==> config.mk <==
export PLATFORM = sky130hd
export DESIGN_NAME = seq_shift_add_mult
export DESIGN_NICKNAME = d
export VERILOG_FILES = /design/src/rtl/seq_shift_add_mult.sv
export SDC_FILE = /design/constraint.sdc
export NUM_CORES = 1
export LEC_CHECK = 0
export ABC_AREA = 1
export ABC_CLOCK_PERIOD_IN_PS = 1800
export BUFFER_PORTS_ARGS = -buffer_cell sky130_fd_sc_hd__buf_2
export CELL_PAD_IN_SITES_DETAIL_PLACEMENT = 2
export CELL_PAD_IN_SITES_GLOBAL_PLACEMENT = 2
export CORE_UTILIZATION = 30
export DETAILED_ROUTE_END_ITERATION = 7
export PLACE_DENSITY_LB_ADDON = 0.1
export SKIP_LAST_GASP = 1
export SLEW_MARGIN = 5
export SYNTH_ARGS = -nofsm -noshare
export SYNTH_HDL_FRONTEND = slang
export SYNTH_SLANG_ARGS = --single-unit
==> constraint.sdc <==
create_clock -name clk -period 1.8 [get_ports clk]
set_input_delay 0.36 -clock clk [delete_from_list [all_inputs] [get_ports clk]]
set_output_delay 0.36 -clock clk [all_outputs]
set_load 0.01 [all_outputs]
==> src/rtl/seq_shift_add_mult.sv <==
// seq_shift_add_mult: iterative shift-add multiplier, one multiplier bit per clock.
// Valid/ready handshake on both operand input and product output.
// Optional feature macro: SIGNED_MULT_EN enables two's-complement multiply when op_signed=1.
module seq_shift_add_mult #(
  parameter int WIDTH = 4
) (
  input  logic               clk,
  input  logic               rst_n,
  input  logic               in_valid,
  output logic               in_ready,
  input  logic [WIDTH-1:0]   a,
  input  logic [WIDTH-1:0]   b,
  input  logic               op_signed,
  output logic               out_valid,
  input  logic               out_ready,
  output logic [2*WIDTH-1:0] product,
  output logic               busy
);

  localparam int PW = 2 * WIDTH;
  localparam int CW = $clog2(WIDTH + 1);
  localparam logic [CW-1:0] LAST = CW'(WIDTH - 1);

  typedef enum logic [1:0] {
    IDLE = 2'd0,
    RUN  = 2'd1,
    DONE = 2'd2
  } state_t;

  state_t          state;
  state_t          state_next;
  logic [PW-1:0]   mcand;
  logic [WIDTH-1:0] mplier;
  logic [PW-1:0]   acc;
  logic [PW-1:0]   acc_next;
  logic [PW-1:0]   addend;
  logic [CW-1:0]   count;
  logic [PW-1:0]   mcand_init;
  logic            accept;
  logic            last_step;

  assign accept    = in_valid && in_ready;
  assign last_step = (count == LAST);

`ifdef SIGNED_MULT_EN
  logic sgn;

  // Sign-extend the multiplicand for signed ops so the shifted partial products carry the sign
  always_comb begin
    mcand_init = {{WIDTH{1'b0}}, a};
    if (op_signed) begin
      mcand_init = {{WIDTH{a[WIDTH-1]}}, a};
    end
  end

  // The MSB of a two's-complement multiplier has negative weight, so its partial product is subtracted
  always_comb begin
    addend   = mplier[0] ? mcand : '0;
    acc_next = acc + addend;
    if (sgn && last_step) begin
      acc_next = acc - addend;
    end
  end

  // Remember the operation type for the whole run
  always_ff @(posedge clk or negedge rst_n) begin
    if (!rst_n) begin
      sgn <= 1'b0;
    end else if (accept) begin
      sgn <= op_signed;
    end
  end
`else
  logic unused_op_signed;
  assign unused_op_signed = op_signed;

  // Unsigned-only build: zero-extend the multiplicand
  always_comb begin
    mcand_init = {{WIDTH{1'b0}}, a};
  end

  // Unsigned-only build: plain accumulate, no subtract path
  always_comb begin
    addend   = mplier[0] ? mcand : '0;
    acc_next = acc + addend;
  end
`endif

  // FSM state register
  always_ff @(posedge clk or negedge rst_n) begin
    if (!rst_n) begin
      state <= IDLE;
    end else begin
      state <= state_next;
    end
  end

  // Next-state logic and handshake outputs decoded from state
  always_comb begin
    state_next = state;
    in_ready   = 1'b0;
    out_valid  = 1'b0;
    busy       = 1'b0;
    case (state)
      IDLE: begin
        in_ready = 1'b1;
        if (in_valid) begin
          state_next = RUN;
        end
      end
      RUN: begin
        busy = 1'b1;
        if (last_step) begin
          state_next = DONE;
        end
      end
      DONE: begin
        busy      = 1'b1;
        out_valid = 1'b1;
        if (out_ready) begin
          state_next = IDLE;
        end
      end
      default: begin
        state_next = IDLE;
      end
    endcase
  end

  // Datapath: load operands on accept, then one shift-add step per RUN cycle
  always_ff @(posedge clk or negedge rst_n) begin
    if (!rst_n) begin
      mcand   <= '0;
      mplier  <= '0;
      acc     <= '0;
      count   <= '0;
      product <= '0;
    end else if (state == IDLE) begin
      if (accept) begin
        mcand  <= mcand_init;
        mplier <= b;
        acc    <= '0;
        count  <= '0;
      end
    end else if (state == RUN) begin
      acc    <= acc_next;
      mcand  <= {mcand[PW-2:0], 1'b0};
      mplier <= {1'b0, mplier[WIDTH-1:1]};
      count  <= count + CW'(1);
      if (last_step) begin
        product <= acc_next;
      end
    end
  end

endmodule

; ---- Word level (Yosys, flattened, before mapping)
; Index checks and enable logic that the tools add are counted.
[word_totals]
wordCells = 43
inputBits = 13
output_inout_bits = 11
ff_bits = 33
[classes]
n_mux = 20
add_sub_neg = 2
reduce_logical = 7
eq_ne = 7
n_bitwise = 1
[op_table]
columns = op, n
row1 = 8-bit 2-to-1 mux, 7
row2 = 4-bit 2-to-1 mux, 3
row3 = 3-bit 2-to-1 mux, 3
row4 = 8-bit adder, 1
row5 = "2-bit inequality test, second input constant", 4
row6 = 2-bit 2-to-1 mux, 3
row7 = 2-bit case mux with 3 select lines, 1
row8 = 3-bit AND reduction, 2
row9 = "3-bit by 1-bit adder with 3-bit output, second input constant", 1
row10 = "3-bit by 2-bit == test with 1-bit output, second input constant", 1
row11 = 1-bit 2-to-1 mux, 3
row12 = "2-bit by 1-bit == test with 1-bit output, second input constant", 1
row13 = "2-bit == test, second input constant", 1
row14 = 2-bit zero test, 1
row15 = 2-bit AND reduction, 1
row16 = 2-bit nonzero test, 1
row17 = 2-bit OR reduction, 1
row18 = 1-bit logical AND, 1
row19 = 1-bit NOT, 1

; ---- Longest topological paths before layout
[depth]
ltp_word = 5
mapped_depth = 14
ltp_nobuf = 13

; ---- Worst setup path before layout
; OpenSTA, ideal clock, no wires.
[synth_timing]
path_kind = register to register
start = register mplier[0]
end = register acc[4]
setup_slack_ps = 42
arrival_time_ps = 1640
required_ps = 1682
period_less_slack_ps = 1758
stages_incl_launch_ff = 14
path_buffers = 1
setup_ps = 118
cell_sequence = dfrtp_1 buf_2 nand2_1 inv_1 ha_1 inv_1 fa_1 inv_1 nand2_1 nand2_1 and2_1 or2_2 nand3_1 nand2_1
[synth_between]
elab_chain_len = 4
[synth_rtl]
columns = element, line
row1 = "start, declared", 33  ; logic [WIDTH-1:0] mplier;
row2 = "start signal, assigned", 148  ; mplier <= {1'b0, mplier[WIDTH-1:1]};
row3 = 8-bit 2-to-1 mux, 84  ; addend = mplier[0] ? mcand : '0;
row4 = 8-bit adder, 85  ; acc_next = acc + addend;
row5 = 8-bit 2-to-1 mux, 145  ; end else if (state == RUN) begin
row6 = 8-bit 2-to-1 mux, 138  ; end else if (state == IDLE) begin
row7 = "end signal, assigned", 146  ; acc <= acc_next;
row8 = "end, declared", 34  ; logic [PW-1:0] acc;
; No other way between the ends. The select of a mux whose other input is x is not followed.
; A chain may end at the register's enable or synchronous reset.

; ---- Worst setup path in the final report
[layout_timing]
start = register mplier[0]
end = register product[6]
[layout_between]
elab_chain_len = 2
[layout_rtl]
columns = element, line
row1 = 8-bit 2-to-1 mux, 84
row2 = 8-bit adder, 85
row3 = "end signal, assigned", 151  ; product <= acc_next;
row4 = "end, declared", 16  ; output logic [2*WIDTH-1:0] product,
; No other way between the ends.

==> impl_results.html <==
<table>
<tr><th>Metric</th><th>Value</th></tr>
<tr><th colspan="2">Setup path</th></tr>
<tr><td>Most numerous cell on the critical path</td><td>sky130_fd_sc_hd__nand2_1</td></tr>
<tr><td>Setup CP Type</td><td>flip-flop to flip-flop</td></tr>
<tr><td>Critical path's top delay family</td><td>simple AND/OR/NAND/NOR gates</td></tr>
<tr><td>Critical-path top delay cell</td><td>sky130_fd_sc_hd__dfrtp_2</td></tr>
<tr><td>Series of cell instances along the critical path</td><td>nand2_1, inv_1, ha_2, inv_2, fa_2, inv_2, nand2_1, nand2_1, nand3b_1, nand2_1, nand2_2, nand3_2, nand2_1</td></tr>
<tr><td>Delay of the slowest critical-path stage</td><td>0.41 ns</td></tr>
<tr><td>Maximum fanout along the worst path</td><td>6</td></tr>
<tr><td>Capturing element type of the critical path</td><td>flip-flop</td></tr>
<tr><td>Required time at the endpoint of the critical path</td><td>1.98 ns</td></tr>
<tr><td>Data arrival, critical path</td><td>1.95 ns</td></tr>
<tr><td>Sort of element at the start of the critical path</td><td>flip-flop</td></tr>
<tr><td>WP buf/inv</td><td>3</td></tr>
<tr><th colspan="2">Min path</th></tr>
<tr><td>Class of the tightest hold or removal check</td><td>primary input to asynchronous set/reset pin</td></tr>
<tr><th colspan="2">Die</th></tr>
<tr><td>Width of the die</td><td>79.55 um</td></tr>
<tr><td>Core region area</td><td>0.005642 mm^2</td></tr>
<tr><td>Initial core utilization</td><td>0.3198</td></tr>
<tr><td>Row count</td><td>27</td></tr>
<tr><td>Floorplan die area</td><td>0.006328 mm^2</td></tr>
<tr><td>Number of ports placed on the die boundary</td><td>24</td></tr>
<tr><td>Chip height</td><td>79.55 um</td></tr>
<tr><th colspan="2">Placed design</th></tr>
<tr><td>Detailed-placement wirelength estimate</td><td>3.246 mm</td></tr>
<tr><td>IO Port Bufs</td><td>22</td></tr>
<tr><td>RePlAce Congestion</td><td>0.6610</td></tr>
<tr><th colspan="2">Synthesis</th></tr>
<tr><td>Gate Count Post-Synth</td><td>215</td></tr>
<tr><td>Count leader, synth</td><td>sky130_fd_sc_hd__nand2_1</td></tr>
<tr><td>Number of warnings issued by yosys</td><td>0</td></tr>
<tr><td>Synth unique cells</td><td>29</td></tr>
<tr><td>FF+latch count, synth</td><td>33</td></tr>
<tr><td>Number of synthesized flops with an enable pin</td><td>0</td></tr>
<tr><td>Combined area of all synthesized cells</td><td>0.001804 mm^2</td></tr>
<tr><td>Ranking of synthesized cells by instance count</td><td>sky130_fd_sc_hd__nand2_1, sky130_fd_sc_hd__dfrtp_1, sky130_fd_sc_hd__inv_1</td></tr>
<tr><td>Cell type contributing the most total cell area after synthesis</td><td>sky130_fd_sc_hd__dfrtp_1</td></tr>
<tr><td>Top_reg_cell synth</td><td>sky130_fd_sc_hd__dfrtp_1</td></tr>
<tr><td>Post-synthesis sequential area ratio</td><td>0.4577</td></tr>
<tr><td>Top area cells in the synthesized netlist</td><td>sky130_fd_sc_hd__dfrtp_1, sky130_fd_sc_hd__nand2_1, sky130_fd_sc_hd__ha_1, sky130_fd_sc_hd__inv_1, sky130_fd_sc_hd__nand3_1</td></tr>
<tr><td>Post-synthesis async set-or-reset flop share</td><td>1.000</td></tr>
<tr><td>Synthesized netlist net count</td><td>241</td></tr>
<tr><td>Fraction of synthesized cell area taken by the top area cell type</td><td>0.4577</td></tr>
<tr><td>Synth Area per Inst</td><td>8.392 um^2</td></tr>
<tr><th colspan="2">Timing</th></tr>
<tr><td>Worst slew margin relative to its limit</td><td>0.7114</td></tr>
<tr><td>Unrepaired setup endpoints after global routing</td><td>true</td></tr>
<tr><td>Total negative setup slack</td><td>0 ns</td></tr>
<tr><td>Setup skew after layout</td><td>0.005691 ns</td></tr>
<tr><td>Minimum clock period after layout</td><td>1.771 ns</td></tr>
<tr><td>Crit share post-route</td><td>0.9838</td></tr>
<tr><td>Final setup fails</td><td>0</td></tr>
<tr><td>Count of final hold-check violations</td><td>0</td></tr>
<tr><td>Fmax</td><td>0.5647 GHz</td></tr>
<tr><td>WHS</td><td>0.08915 ns</td></tr>
<tr><td>Slew of the pin with the lowest slew margin</td><td>0.4329 ns</td></tr>
<tr><td>Max Slew Vio Count</td><td>0</td></tr>
<tr><th colspan="2">Clock network</th></tr>
<tr><td>Total clock sinks</td><td>33</td></tr>
<tr><td>Clock tree from TritonCTS</td><td>done</td></tr>
<tr><td>Level count of the clock H-tree</td><td>2</td></tr>
<tr><td>Root buffer cell</td><td>sky130_fd_sc_hd__clkbuf_8</td></tr>
<tr><td>Clock buffers created by TritonCTS</td><td>5</td></tr>
<tr><td>Worst-skew pair later-pin latency</td><td>0.29 ns</td></tr>
<tr><td>Clock input transition at the sequential cells of the worst setup and hold paths</td><td>0.07 ns</td></tr>
<tr><td>Buffers from clock root to sink, at most</td><td>2</td></tr>
<tr><th colspan="2">GRT</th></tr>
<tr><td>Via count of the first global-routing pass</td><td>1616</td></tr>
<tr><td>Total congestion overflow after global routing</td><td>0</td></tr>
<tr><td>Global-route wire length before repair</td><td>7.590 mm</td></tr>
<tr><td>Antenna violations before repair</td><td>0</td></tr>
<tr><td>Total routing usage reported by global routing</td><td>0.1614</td></tr>
<tr><td>Pin count of the biggest net entering global routing</td><td>34</td></tr>
<tr><th colspan="2">Detailed routing</th></tr>
<tr><td>Post-detailed-route DRC marker count</td><td>0</td></tr>
<tr><td>Via count of the routed design</td><td>1524</td></tr>
<tr><td>Routed via count divided by cell count</td><td>4.704</td></tr>
<tr><td>DRT iter0 DRCs</td><td>20</td></tr>
<tr><td>Detailed-routing iteration count for the pre-antenna-repair pass</td><td>4</td></tr>
<tr><td>Mean routed wirelength per cell</td><td>13.83 um</td></tr>
<tr><td>Remaining antenna violation count after routing</td><td>0</td></tr>
<tr><td>Total wire length after detailed routing</td><td>4.482 mm</td></tr>
<tr><th colspan="2">Power and ir drop</th></tr>
<tr><td>Max IR drop VDD</td><td>0.0005901 V</td></tr>
<tr><td>Power density cells</td><td>1665 mW/mm^2</td></tr>
<tr><td>Cell leakage power</td><td>1.210 nW</td></tr>
<tr><th colspan="2">Flow run</th></tr>
<tr><td>Number of max-capacitance violations reported</td><td>0</td></tr>
<tr><th colspan="2">Finish</th></tr>
<tr><td>Fill cell count</td><td>642</td></tr>
<tr><td>Proportion of layout cells with a drive suffix above 1</td><td>0.2460</td></tr>
<tr><td>Number of diodes added for antenna fixing</td><td>0</td></tr>
<tr><td>Number of nets in the finished design</td><td>277</td></tr>
<tr><td>Area delta synth-&gt;final</td><td>24.06%</td></tr>
<tr><th colspan="2">Run status</th></tr>
<tr><td>Outcome</td><td>finished, final reports clean</td></tr>
</table>
what timing repair did:
action / in CTS / in global routing
hold buffers: 0 / 0
pin swaps: 0 / 0
gates resized for setup: 4 / 10
endpoints found under the setup margin: 4 / 11
buffers inserted: 0 / 0
power by group:
group	leakage [nW]	internal, mW	switching, mW	total, mW
logic	0.717	0.734	1.05	1.78
clock network	0.0574	0.450	0.296	0.746
registers	0.435	1.02	0.178	1.20
total	1.21	2.21	1.52	3.73
logic make-up after synthesis:
logic type	after synthesis	share of synthesized area
compound gates	30	0.1026
buf+inv	40	0.09500
xor+xnor	2	0.009711
simple gates	97	0.2406
flops	33	0.4577
fa+ha+maj	13	0.09431
layout by cell type, fill, tap and decap left out, drive strengths merged, types with 2 or more instances in the layout:
master | synthesis | final
a22o | 3 | 3
nand3 | 17 | 17
nor2 | 7 | 7
o211ai | 4 | 4
nand2 | 67 | 67
o21ai | 12 | 12
dfrtp | 33 | 33
nand3b | 2 | 2
ha | 12 | 12
buf | 3 | 33
inv | 36 | 36
or2 | 3 | 3
a21oi | 3 | 3
o22ai | 5 | 5
clkbuf | 1 | 6
registers in the layout, summed over array words and instances (netlist names):
signal   count
mcand        8
acc          8
mplier       4
product      8
state        2
count        3
per-layer routing:
layer | track usage | part of all wire | vias up
li1 | - | - | 756
met1 | 0.1853 | 0.45 | 740
met2 | 0.2855 | 0.50 | 22
met3 | 0.04114 | 0.031 | 6
met4 | 0.06000 | 0.016 | 0
met5 | 0 | 0 | -
metrics by stage:
step / instance area [um^2] / utilization / power, mW / setup slack, ns / std cells
after floorplan: 1804 / - / 2.384 / 0.04234 / 215
after global placement: 2056 / 0.3644 / 2.883 / -0.0004934 / 316
after CTS: 2181 / 0.3866 / 3.729 / -0.01244 / 324
after global routing: 2238 / 0.3968 / 4.088 / -0.1159 / 324
final: 2238 / 0.3968 / 3.728 / 0.02917 / 324
after detailed placement: 2056 / 0.3644 / 2.941 / -0.03312 / 316
path summary, 6_finish.rpt:
check / start / to / slack (ns) / cells past startpoint
max in group asynchronous: rst_n / mplier[0] / 1.38 / 2
min in group clk: a[1] / mcand[1] / 0.32 / 3
max: mplier[0] / product[6] / 0.03 / 13
max reg2reg: mplier[0] / product[6] / 0.03 / 13
min reg2reg: product[0] / product[0] / 0.47 / 2
min: rst_n / product[2] / 0.09 / 2
worst register-to-register path: stages (launching register included):
cell and delay, ns:
sky130_fd_sc_hd__dfrtp_2 0.41, sky130_fd_sc_hd__nand2_1 0.06, sky130_fd_sc_hd__inv_1 0.05, sky130_fd_sc_hd__ha_2 0.17, sky130_fd_sc_hd__inv_2 0.04, sky130_fd_sc_hd__fa_2 0.34
sky130_fd_sc_hd__inv_2 0.06, sky130_fd_sc_hd__nand2_1 0.04, sky130_fd_sc_hd__nand2_1 0.07, sky130_fd_sc_hd__nand3b_1 0.13, sky130_fd_sc_hd__nand2_1 0.11, sky130_fd_sc_hd__nand2_2 0.07
sky130_fd_sc_hd__nand3_2 0.05, sky130_fd_sc_hd__nand2_1 0.05
final cells by class:
type	instances	area (um^2)	area share
clock buffer	6	82.58	0.03689
clock inverter	2	37.54	0.01677
inverter	36	140.1	0.06260
multi-input combinational	142	868.3	0.3879
sequential	33	827.0	0.3695
tap	72	90.09	0.04025
timing repair buffer	33	192.7	0.08608
(Power assumes the default switching activity.)
